## src/rtl/sd_out_ddr_pkg.sv

```systemverilog
// Shared types and constants for the SDR-to-DDR output stage.
// Buffer state encoding and phase order match the DDR input block.
package sd_out_ddr_pkg;

  typedef enum logic [1:0] {
     SD_DDR_EMPTY = 2'd0,
     SD_DDR_ONE   = 2'd1,
     SD_DDR_TWO   = 2'd2
  } ddr_state_e;

  // Upper half is launched while clk is high.
  localparam logic SD_DDR_HI_FIRST = 1'b1;

endpackage

```

## src/rtl/sd_out_ddr_if.sv

```systemverilog
// Upstream srdy/drdy word port plus off-chip DDR port of sd_out_ddr.
// p_par exists only when SD_OUT_DDR_PARITY_EN is defined.
interface sd_out_ddr_if #(parameter int width = 8);
   logic                 c_srdy;
   logic                 c_drdy;
   logic [width-1:0]     c_data;
   logic                 p_srdy;
   logic                 p_drdy;
   logic [width/2-1:0]   p_data;
`ifdef SD_OUT_DDR_PARITY_EN
   logic                 p_par;
`endif

   modport master (
      output c_srdy, c_data, p_drdy,
      input  c_drdy, p_srdy, p_data
`ifdef SD_OUT_DDR_PARITY_EN
      , input p_par
`endif
   );

   modport slave (
      input  c_srdy, c_data, p_drdy,
      output c_drdy, p_srdy, p_data
`ifdef SD_OUT_DDR_PARITY_EN
      , output p_par
`endif
   );
endinterface

```

## src/rtl/sd_ddr_txmux.sv

```systemverilog
// Negedge capture of the low half plus the clock-select output cell.
// lo_q holds across the posedge so the low phase survives obuf updating.
module sd_ddr_txmux
   import sd_out_ddr_pkg::*;
#(
   parameter int w = 4
) (
   input  logic         clk,
   input  logic         reset,
   input  logic [w-1:0] hi,
   input  logic [w-1:0] lo,
   output logic [w-1:0] q
);
   logic [w-1:0] lo_q;

   always_ff @(negedge clk) begin
      if (reset) lo_q <= '0;
      else       lo_q <= lo;
   end

   assign q = (clk == SD_DDR_HI_FIRST) ? hi : lo_q;
endmodule

```

## src/rtl/sd_out_ddr.sv

```systemverilog
// SDR-to-DDR output stage: two-entry obuf/skid buffer with registered c_drdy,
// each word sent as hi/lo half phases. Optional parity: SD_OUT_DDR_PARITY_EN.
module sd_out_ddr
   import sd_out_ddr_pkg::*;
#(
   parameter int width = 8
) (
   input  logic          clk,
   input  logic          reset,
   sd_out_ddr_if.slave   bus
);
   localparam int HW = width / 2;

   ddr_state_e        state, nxt_state;
   logic [width-1:0]  obuf, skid, nxt_obuf, nxt_skid;
   logic              accept, drain, nxt_p_srdy, nxt_c_drdy;

   assign accept = bus.c_srdy & bus.c_drdy;
   assign drain  = bus.p_srdy & bus.p_drdy;

   always_ff @(posedge clk) begin
      if (reset) begin
         state      <= SD_DDR_EMPTY;
         obuf       <= '0;
         skid       <= '0;
         bus.p_srdy <= 1'b0;
         bus.c_drdy <= 1'b0;
      end else begin
         state      <= nxt_state;
         obuf       <= nxt_obuf;
         skid       <= nxt_skid;
         bus.p_srdy <= nxt_p_srdy;
         bus.c_drdy <= nxt_c_drdy;
      end
   end

   always_comb begin
      nxt_state = state;
      case (state)
         SD_DDR_EMPTY: if (accept) nxt_state = SD_DDR_ONE;
         SD_DDR_ONE: begin
            if (accept && !drain)      nxt_state = SD_DDR_TWO;
            else if (drain && !accept) nxt_state = SD_DDR_EMPTY;
         end
         SD_DDR_TWO:   if (drain) nxt_state = SD_DDR_ONE;
         default:      nxt_state = SD_DDR_EMPTY;
      endcase
   end

   // obuf only changes on a drain or into an empty slot, so it is stable under stall.
   always_comb begin
      nxt_obuf   = obuf;
      nxt_skid   = skid;
      case (state)
         SD_DDR_EMPTY: if (accept) nxt_obuf = bus.c_data;
         SD_DDR_ONE: begin
            if (accept && drain) nxt_obuf = bus.c_data;
            else if (accept)     nxt_skid = bus.c_data;
         end
         SD_DDR_TWO:   if (drain) nxt_obuf = skid;
         default: ;
      endcase
      nxt_p_srdy = (nxt_state != SD_DDR_EMPTY);
      nxt_c_drdy = (nxt_state != SD_DDR_TWO);
   end

   sd_ddr_txmux #(.w(HW)) u_txmux (
      .clk   (clk),
      .reset (reset),
      .hi    (obuf[width-1:HW]),
      .lo    (obuf[HW-1:0]),
      .q     (bus.p_data)
   );

`ifdef SD_OUT_DDR_PARITY_EN
   logic par_hi, par_lo_d;

   always_ff @(posedge clk) begin
      if (reset) par_hi <= 1'b0;
      else       par_hi <= ^nxt_obuf[width-1:HW];
   end

   assign par_lo_d = ^obuf[HW-1:0];

   sd_ddr_txmux #(.w(1)) u_parmux (
      .clk   (clk),
      .reset (reset),
      .hi    (par_hi),
      .lo    (par_lo_d),
      .q     (bus.p_par)
   );
`endif
endmodule

```

## src/flat_wrapper.sv

```systemverilog
// flat-port wrapper written by rule: the top's interface ports become plain ports
module sd_out_ddr_flat import sd_out_ddr_pkg::*;
#(
   parameter int width = 8
)
  (clk, reset, bus_c_srdy, bus_c_data, bus_p_drdy, bus_c_drdy, bus_p_srdy, bus_p_data);
  sd_out_ddr_if #(.width(width)) bus_i ();
  input  logic clk;
  input  logic reset;
  input wire logic [$bits(bus_i.c_srdy)-1:0] bus_c_srdy;
  input wire logic [$bits(bus_i.c_data)-1:0] bus_c_data;
  input wire logic [$bits(bus_i.p_drdy)-1:0] bus_p_drdy;
  output wire logic [$bits(bus_i.c_drdy)-1:0] bus_c_drdy;
  output wire logic [$bits(bus_i.p_srdy)-1:0] bus_p_srdy;
  output wire logic [$bits(bus_i.p_data)-1:0] bus_p_data;
  assign bus_i.c_srdy = bus_c_srdy;
  assign bus_i.c_data = bus_c_data;
  assign bus_i.p_drdy = bus_p_drdy;
  assign bus_c_drdy = bus_i.c_drdy;
  assign bus_p_srdy = bus_i.p_srdy;
  assign bus_p_data = bus_i.p_data;
  sd_out_ddr #(.width(width)) u_core (.clk(clk), .reset(reset), .bus(bus_i));
endmodule
```

## config.mk

```make
export PLATFORM = sky130hd
export DESIGN_NAME = sd_out_ddr_flat
export DESIGN_NICKNAME = d
export VERILOG_FILES = /design/src/rtl/sd_out_ddr_pkg.sv /design/src/rtl/sd_out_ddr_if.sv /design/src/rtl/sd_ddr_txmux.sv /design/src/rtl/sd_out_ddr.sv /design/src/flat_wrapper.sv
export SDC_FILE = /design/constraint.sdc
export NUM_CORES = 1
export LEC_CHECK = 0
export CAP_MARGIN = 20
export CORE_MARGIN = 3
export CORE_UTILIZATION = 52
export DETAILED_ROUTE_END_ITERATION = 10
export PLACE_DENSITY = 0.77
export SLEW_MARGIN = 40
export SYNTH_ARGS = -nofsm -noshare
export SYNTH_HDL_FRONTEND = slang
export SYNTH_SLANG_ARGS = --single-unit
```

## constraint.sdc

```tcl
create_clock -name clk -period 1.6 [get_ports clk]
set_input_delay 0.16 -clock clk [delete_from_list [all_inputs] [get_ports clk]]
set_output_delay 0.16 -clock clk [all_outputs]
set_load 0.005 [all_outputs]
```

* Yosys cells after proc, flatten, opt, wreduce, memory -nomap -nowiden *
Index checks and enable logic that the tools add are counted.
Widths: inputs -> output; s select.

cells by class
  reduce and logical (&&, ||, !) cells = 10
  muxes and demuxes = 10
  equality and inequality tests = 6
  bitwise gates (word level) = 3

operator list
  cell                number
  $mux 8              3
  $pmux 8 s3          1
  $mux 2              4
  $ne 2x1->1 const B  3
  $pmux 2 s3          1
  $mux 4              1
  $reduce_and 4->1    1
  $logic_and 1x1->1   3
  $reduce_and 3->1    1
  $reduce_bool 3->1   1
  $and 1x1->1         2
  $eq 2x1->1 const B  1
  $eq 2x2->1 const B  1
  $logic_not 1->1     2
  $logic_not 2->1     1
  $ne 2x2->1 const B  1
  $reduce_bool 2->1   1
  $not 1->1           1

storage, ports and cells
  output and inout port bits = 6
  bits in registers = 24
  bits of input ports = 12

* Longest topological paths before layout *
Gate-level depths: netlist (run 1).

  depth after elaboration = 7
  depth in mapped cells = 4

* Modules after synthesis *
From an unflattened synthesis (run 1), not the netlist that was laid out.

unflattened totals
  cells, all modules = 96
  area total of the unflattened synthesis = 1111.1 µm²

by module, submodules not included
  module        cells each  instances  sequential area each (µm²)  area an instance (µm²)
  sd_out_ddr    83          1          400.4                       957.2
  sd_ddr_txmux  13          1          80.1                        153.9

==> results.json, run 1 <==
{
  "routedWlPerCell_um": 15.0,
  "syn_nets": 118,
  "arrival_ns": 1.98,
  "cp_cell_sequence": "mux2_2 -> buf_2",
  "grt_max_degree": 27,
  "synth_top_area_cell": "dfxtp_1",
  "die_x_um": 53.3,
  "cts.clk_slew.worst_paths_ns": 0.14,
  "slew_headroom_pct": 75.8,
  "slew_violations": 0,
  "gp_congestion": 0.721,
  "drt_first_pass_iters": 4,
  "grt.overflow.total": 0,
  "hold_path.class": "in2reg",
  "violations": "setup timing",
  "intPower_uw": 1080,
  "grt_pass1_wl_mm": 4.04,
  "io_pins": 18,
  "ys_warn_count": 0,
  "switching_power_uw": 410,
  "p_per_area_mw_per_mm2": 1030,
  "r2r_end": "u_core.obuf[4]$_SDFFE_PP0P_",
  "fin_ws_ns": -0.536,
  "final_util_pct": 71.3,
  "drt_iter0_drc": 11,
  "via_per_inst": 5.54,
  "skew_ns": 0.0846,
  "syn_area_mm2": 0.00116,
  "cap_violations": 0,
  "synth_flop_cell": "dfxtp_1",
  "port_buffers": 17,
  "reg2reg_slack_ns": 0.24,
  "cp-end-kind": "output pin",
  "endpoint": "bus_p_data[1]",
  "cts_tree": "done",
  "required_ns": 1.44,
  "ys_async_sr_fraction_pct": 0,
  "cp-startpoint": "u_core.u_txmux.lo_q[1]$_SDFF_NP0_",
  "synth_cell_types": 27,
  "antenna_found_initial": 0,
  "syn_area_per_cell_um2": 11.0,
  "ys_ff_latch": 24,
  "r2r-start": "u_core.state[1]$_SDFF_PP0_",
  "synth_edf_count": 0,
  "reg2regPathDepth": 4,
  "setup_viol_count_final": 4,
  "core_mm2": 0.00204,
  "nFillCells": 169,
  "critical_path_class": "reg2out",
  "synth_cells": 106,
  "crit_path_top_delay_cell": "dfxtp_1",
  "rsz0062_at_grt": "yes",
  "p_leak_uw": 0.000608,
  "synth.most_common_cell": "dfxtp_1",
  "dpl.hpwl_mm": 1.61,
  "clock_latency_ns": 0.50,
  "antenna_cells": 0,
  "start_kind": "flop",
  "irDropWorstVdd_mv": 0.858,
  "rows": 16,
  "grt_pass1_vias": 910,
  "seq_area_um2": 482,
  "pwr-share-clk_pct": 43.6,
  "timing_hold_violations_final": 0,
  "multi_input_area_um2": 638,
  "die_height_um": 53.3,
  "pwr-share-seq_pct": 43.7,
  "status": "finished with violations",
  "netlist.area_leader.share_pct": 41.3,
  "vias": 887,
  "tightest_slew_ns": 0.363,
  "syn_to_final_growth_pct": 25.1,
  "grtUsageTotal_pct": 20.1,
  "swShare_pct": 27.5,
  "finalNetCount": 146,
  "synth_common_cells": "dfxtp_1, nand2b_1, mux2i_1",
  "synth.area.top_cells": "dfxtp_1, mux2i_1, nand2b_1, a211oi_2, a211oi_1",
  "drc_errors": 0,
  "yosysSeqAreaShare_pct": 41.3,
  "drt-total-wl_mm": 2.41,
  "fin_tns_setup_ns": -2.09,
  "post-place-ws_ns": -0.319,
  "pwr-share-comb_pct": 12.7,
  "cp_max_fo": 1,
  "dieArea_mm2": 0.00284,
  "detail-route-antenna-nets": 0,
  "cpPeakStageDelay_ns": 0.30,
  "drive_above_1_share_pct": 25.6,
  "start_util_pct": 57.0
}
[worst max-delay path: cells and delay by family, from the launching register on]
family,cells,cell delay [ns]
flops,1,0.30
mux,1,0.26
buf+inv,1,0.13
[flip-flops by register name, summed over array words and instances (netlist names)]
signal               cells
u_core.state             2
u_core.obuf              8
u_core.bus.c_drdy        1
u_core.bus.p_srdy        1
u_core.skid              8
u_core.u_txmux.lo_q      4
[placed cells by master, fill, tap and decap left out]
master,instances
a22oi_1,1
inv_1,4
clkbuf_8,1
buf_6,2
buf_12,1
and3b_1,1
a31oi_1,1
or3b_1,1
dfxtp_1,23
a211oi_2,8
a21oi_4,1
o211ai_1,1
buf_4,5
nand2_1,1
clkdlybuf4s50_1,13
nand2b_1,17
or3_1,1
and4b_1,1
nand4b_1,1
nor2b_1,6
mux2_2,3
a21o_1,1
mux2_4,1
a21bo_2,1
a21o_4,1
a211oi_1,8
buf_2,2
dfxtp_2,1
mux2i_1,16
nor2_1,1
clkbuf_4,7
a21oi_1,1
[worst min path at each step]
stage	start	to	slack [ns]	cells past startpoint
6_report	bus_c_data[0]	u_core.skid[0]$_SDFFE_PP0P_	0.32	3
5_1_grt	bus_c_data[7]	u_core.skid[7]$_SDFFE_PP0P_	0.35	3
4_1_cts	bus_c_data[0]	u_core.skid[0]$_SDFFE_PP0P_	0.32	3
3_5_place_dp	u_core.skid[5]$_SDFFE_PP0P_	u_core.skid[5]$_SDFFE_PP0P_	0.47	2
3_3_place_gp	u_core.skid[0]$_SDFFE_PP0P_	u_core.skid[0]$_SDFFE_PP0P_	0.46	2
2_1_floorplan	clk	bus_p_data[0]	0.30	1
[through the flow]
stage / power [uW] / instances / hold slack (ns) / area (um^2)
finish: 1490 / 160 / 0.319 / 1460
global route: 1570 / 160 / 0.349 / 1460
CTS: 1480 / 160 / 0.317 / 1440
detailed placement: 980 / 149 / 0.466 / 1380
global placement: 973 / 149 / 0.457 / 1380
floorplan: 863 / 106 / 0.296 / 1160
[logic make-up (layout without fill, tap and decap cells)]
| family | after synthesis | count (layout) | synth area share, % |
|---|---|---|---|
| mux | 20 | 20 | 17.6 |
| simple gates | 30 | 30 | 16.7 |
| buf+inv | 8 | 35 | 4.19 |
| flops | 24 | 24 | 41.3 |
| compound gates | 24 | 24 | 20.2 |
[metal layers]
metal	share of wire, %	vias to the layer above	global-route usage [%]
met5	0	-	0
met4	1.0	0	13.2
met3	7.1	4	8.17
met2	43	29	27.1
met1	49	415	25.8
li1	-	439	-
[what timing repair did]
item,CTS,global route
hold endpoints to repair,0,0
setup endpoints to repair,5,4
pin swaps,0,0
gates resized for setup,17,3
buffers inserted,0,0
hold buffers,0,0
[area by class of cell]
cell class	instances	share of cell area (%)
Clock inverter	4	1.03
Tap cell	27	2.32
Multi-Input combinational cell	74	43.9
Timing Repair Buffer	19	12.9
Sequential cell	24	33.1
Clock buffer	12	6.79
[power groups by stage]
stage               Clock [uW]  Sequential [uW]  Combinational [uW]
floorplan                 79.5              660                 123
global placement           126              663                 183
detailed placement         126              665                 189
CTS                        641              653                 190
global route               710              658                 205
finish                     651              654                 190
Power figures use the tool's default switching activity.
==> inputs of run 2 (changes only) <==
--- a/config.mk
+++ b/config.mk
@@ -10,6 +10,7 @@
 export CORE_UTILIZATION = 52
 export DETAILED_ROUTE_END_ITERATION = 10
 export PLACE_DENSITY = 0.77
+export REMOVE_ABC_BUFFERS = 1
 export SLEW_MARGIN = 40
 export SYNTH_ARGS = -nofsm -noshare
 export SYNTH_HDL_FRONTEND = slang
==> run 2 against run 1 <==
Net effect: sequential share of layout area unchanged; die area unchanged; non-clock buffer count up 2; worst setup slack better by 0.019 ns; critical path type unchanged; global-route usage down 0.55 points; sequential cell count unchanged; wire length down 7.4%; the flow still finishes with violations (setup timing); via count down 2.3%; combinational power down 3%.
==> results.json, run 2 (synthesis results as in run 1) <==
{
  "port_buffers": 17,
  "slew_headroom_pct": 76.4,
  "hold-worst-slack_ns": 0.331,
  "cp_top_family": "flip-flops",
  "slew_violations": 0,
  "reg2reg_slack_ns": 0.25,
  "top_regs": "u_core.obuf x8, u_core.skid x8, u_core.u_txmux.lo_q x4",
  "io_pins": 18,
  "cts.clk_slew.worst_paths_ns": 0.13,
  "routedWlPerCell_um": 13.7,
  "drt_iter0_drc": 12,
  "grtUsageMet1_pct": 23.3,
  "p_leak_uw": 0.000619,
  "cp-end-kind": "output pin",
  "vias": 867,
  "drt_first_pass_iters": 4,
  "dieArea_mm2": 0.00284,
  "core_mm2": 0.00204,
  "cap_violations": 0,
  "clock_latency_ns": 0.49,
  "fin_cells": 162,
  "hold_buffers": 0,
  "grt_pass1_wl_mm": 3.95,
  "r2r-start": "u_core.state[1]$_SDFF_PP0_",
  "grt.overflow.total": 0,
  "final_util_pct": 71.3,
  "rsz0062_at_grt": "yes",
  "grt_pass1_vias": 943,
  "cts_tree": "done",
  "final_common_cell": "dfxtp_1",
  "fin_tns_setup_ns": -2.01,
  "die_x_um": 53.3,
  "detail-route-antenna-nets": 0,
  "grt_max_degree": 20,
  "cp_cell_sequence": "mux2_4 -> buf_6",
  "critical_path_class": "reg2out",
  "layout_common_cells": "dfxtp_1, nand2b_1, mux2i_1",
  "antenna_found_initial": 0,
  "setup_viol_count_final": 4,
  "drc_errors": 0,
  "hold_end": "u_core.skid[0]$_SDFFE_PP0P_",
  "tightest_slew_ns": 0.354,
  "via_per_inst": 5.35,
  "reg2regPathDepth": 4,
  "violations": "setup timing",
  "path_buf_inv": 1,
  "rows": 16,
  "timing_hold_violations_final": 0,
  "drt-total-wl_mm": 2.23,
  "grtUsageTotal_pct": 19.6,
  "die_height_um": 53.3,
  "status": "finished with violations",
  "cpPeakStageDelay_ns": 0.29,
  "dp.cells": 151,
  "syn_to_final_growth_pct": 25.1,
  "gp_congestion": 0.756,
  "busiest_layer": "met2",
  "finalNetCount": 148,
  "grt_util_met3_pct": 5.92,
  "cp_max_fo": 1,
  "irDropWorstVdd_mv": 0.854,
  "required_ns": 1.44,
  "cp-startpoint": "u_core.u_txmux.lo_q[1]$_SDFF_NP0_",
  "drive_above_1_share_pct": 26.7,
  "antenna_cells": 0,
  "start_util_pct": 57.0,
  "skew_ns": 0.0758,
  "p_per_area_mw_per_mm2": 1030,
  "arrival_ns": 1.96,
  "crit_path_top_delay_cell": "dfxtp_1",
  "fin_ws_ns": -0.517,
  "post-place-ws_ns": -0.314,
  "dpl.hpwl_mm": 1.59,
  "start_kind": "flop",
  "whs_path_depth": 3,
  "hold_path.class": "in2reg",
  "met2_usage_pct": 30.0,
  "r2r_end": "u_core.obuf[4]$_SDFFE_PP0P_",
  "hp-start": "bus_c_data[0]"
}
## run 2: final cells by class
class	instances	area (um^2)
multi-input cells	74	638
repair buffers	21	190
well taps	27	33.8
fillers	157	587
flip-flops and latches	24	482
clock inverters	5	32.5
clock buffers	11	78.8
## run 2: how the worst max path moves through the flow
stage                               end  slack, ns  cells past startpoint
after floorplan           bus_p_data[0]       0.11                      1
after global placement    bus_p_data[2]      -0.31                      2
after detailed placement  bus_p_data[1]      -0.31                      2
after CTS                 bus_p_data[2]      -0.52                      2
after global routing      bus_p_data[1]      -0.57                      2
final                     bus_p_data[1]      -0.52                      2
## run 2: stage by stage
stage / total power, uW / area (um^2)
after floorplan: 844 / 1120
after global placement: 970 / 1380
after detailed placement: 976 / 1380
after CTS: 1510 / 1460
after global routing: 1580 / 1460
final: 1490 / 1460
## run 2: repair_timing
item,4_1_cts,5_1_grt
buffers inserted,0,0
setup endpoints to repair,5,4
gates resized for setup,19,0
cloned,0,0
## run 2: worst reg2reg max path: stages (launching register included)
cell and delay, ns:
dfxtp_1 0.45, and3b_1 0.20, buf_4 0.17, a21o_4 0.28
a211oi_2 0.18
## run 2: power by group
group | internal (uW) | switching, uW
clock network | 373 | 283
logic | 103 | 82.0
registers | 632 | 20.9
total | 1110 | 386
## run 2: metal layers
| layer | up-vias | wire length (um) |
|---|---|---|
| met2 | 12 | 1070 |
| li1 | 442 | - |
| met4 | 0 | 18 |
| met5 | - | 0 |
| met1 | 411 | 1050 |
| met3 | 2 | 90 |
==> inputs of run 3 (changes only) <==
--- a/config.mk
+++ b/config.mk
@@ -7,9 +7,9 @@
 export LEC_CHECK = 0
 export CAP_MARGIN = 20
 export CORE_MARGIN = 3
-export CORE_UTILIZATION = 52
+export CORE_UTILIZATION = 56
 export DETAILED_ROUTE_END_ITERATION = 10
-export PLACE_DENSITY = 0.77
+export PLACE_DENSITY = 0.83
 export REMOVE_ABC_BUFFERS = 1
 export SLEW_MARGIN = 40
 export SYNTH_ARGS = -nofsm -noshare
==> constraint.sdc (replaced) <==
create_clock -name clk -period 2.7 [get_ports clk]
set_input_delay 0.27 -clock clk [delete_from_list [all_inputs] [get_ports clk]]
set_output_delay 0.27 -clock clk [all_outputs]
set_load 0.005 [all_outputs]
==> run 3 against run 2 <==
Net effect: the run still ends with setup timing left; via count increased by 0.12%; non-clock buffer count down 5; wire length grew 4.3%; register-to-register slack gained 0.58 ns; combinational power is 43% lower; cell count decreased by 4.3%; design area fell by 1.2%; worst setup slack improved by 0.40 ns; critical path depth stayed put.
==> results.json, run 3 (synthesis results as in run 1) <==
{
  "status": "finished with violations",
  "violations": "setup timing",
  "routedWlPerCell_um": 15.0,
  "cts_tree": "done",
  "tightest_slew_ns": 0.624,
  "die_x_um": 51.6,
  "p_per_area_mw_per_mm2": 646,
  "cp-end-kind": "output pin",
  "slew_headroom_pct": 58.4,
  "cp_max_fo": 1,
  "path_buf_inv": 1,
  "timing_hold_violations_final": 0,
  "dp.cells": 144,
  "intPower_uw": 677,
  "cap_violations": 0,
  "cts.repair.resized": 18,
  "grtUsageTotal_pct": 21.6,
  "antenna_found_initial": 0,
  "drive_above_1_share_pct": 23.1,
  "swShare_pct": 27.2,
  "hold_buffers": 0,
  "core_mm2": 0.00184,
  "cpPeakStageDelay_ns": 0.30,
  "cp_cell_sequence": "mux2_4 -> buf_6",
  "p_leak_uw": 0.000598,
  "syn_to_final_growth_pct": 23.5,
  "drt_iter0_drc": 7,
  "slew_violations": 0,
  "drc_errors": 0,
  "rsz0062_at_grt": "yes",
  "fin_cells": 155,
  "grt_max_degree": 16,
  "vias": 868,
  "irDropWorstVdd_mv": 0.561,
  "detail-route-antenna-nets": 0,
  "fin_tns_setup_ns": -0.375,
  "cp_top_family": "flip-flops",
  "drt_first_pass_iters": 4,
  "grt.overflow.total": 0,
  "dieArea_mm2": 0.00266,
  "fin_ws_ns": -0.113,
  "grt_pass1_wl_mm": 4.13,
  "hold-worst-slack_ns": 0.411,
  "grt_pass1_vias": 975,
  "gp_congestion": 0.727,
  "drt-total-wl_mm": 2.32,
  "cp.depth": 2,
  "rows": 15,
  "critical_path_class": "reg2out",
  "cts.clk_slew.worst_paths_ns": 0.14,
  "switching_power_uw": 253,
  "antenna_cells": 0,
  "nFillCells": 137,
  "finalNetCount": 143,
  "finalInstanceArea_mm2": 0.00144,
  "start_kind": "flop",
  "port_buffers": 17,
  "post-place-ws_ns": 0.125,
  "io_pins": 18,
  "postCtsSetupRepairBufs": 0,
  "final_common_cell": "dfxtp_1",
  "place_area_mm2": 0.00134,
  "arrival_ns": 2.54,
  "clock_latency_ns": 0.51,
  "die_height_um": 51.6,
  "setup_viol_count_final": 4,
  "pwr-share-clk_pct": 47.0,
  "via_per_inst": 5.60,
  "hold_path.class": "in2reg",
  "dpl.hpwl_mm": 1.51,
  "start_util_pct": 63.3,
  "top_regs": "u_core.obuf x8, u_core.skid x8, u_core.u_txmux.lo_q x4",
  "reg2regPathDepth": 1,
  "whs_path_depth": 3,
  "crit_path_top_delay_cell": "dfxtp_1",
  "layout_common_cells": "dfxtp_1, nand2b_1, mux2i_1",
  "pwr-share-comb_pct": 11.4,
  "skew_ns": 0.0735,
  "required_ns": 2.43,
  "pwr-share-seq_pct": 41.6
}
[run 3: worst paths after layout]
kind / slack (ns) / to / startpoint
min reg2reg: 0.48 / u_core.skid[6]$_SDFFE_PP0P_ / u_core.skid[6]$_SDFFE_PP0P_
max reg2reg: 0.83 / u_core.u_txmux.lo_q[0]$_SDFF_NP0_ / u_core.obuf[0]$_SDFFE_PP0P_
min: 0.41 / u_core.skid[0]$_SDFFE_PP0P_ / bus_c_data[0]
max: -0.11 / bus_p_data[2] / u_core.u_txmux.lo_q[2]$_SDFF_NP0_
[run 3: area by class of cell]
class                      count  area [um^2]  share of cell area [%]
multi-input combinational     74          642                    44.6
sequential                    24          480                    33.4
tap                           25         31.3                    2.18
timing repair buffer          16          153                    10.6
clock inverter                 4         15.0                    1.04
clock buffer                  12          116                    8.09
[run 3: layer usage]
layer  global-route usage (%)  vias up  wire length [um]
li1                         -      433                 -
met1                     23.4      407               997
met2                     32.4       21              1150
met3                     8.02        7               112
met4                     19.2        0                59
met5                        0        -                 0
[run 3: power by group through the flow]
stage          sequential [uW]  combinational, uW  clock [uW]
2_1_floorplan              391               62.1        47.1
3_3_place_gp               393                102        74.8
3_5_place_dp               394                106        74.8
4_1_cts                    387                106         433
5_1_grt                    389                117         466
6_report                   387                106         436
[run 3: stage by stage]
stage	power (uW)	utilization, %
CTS	926	77.3
global placement	570	73.0
detailed placement	574	73.0
finish	929	78.2
global route	972	78.2
floorplan	500	-
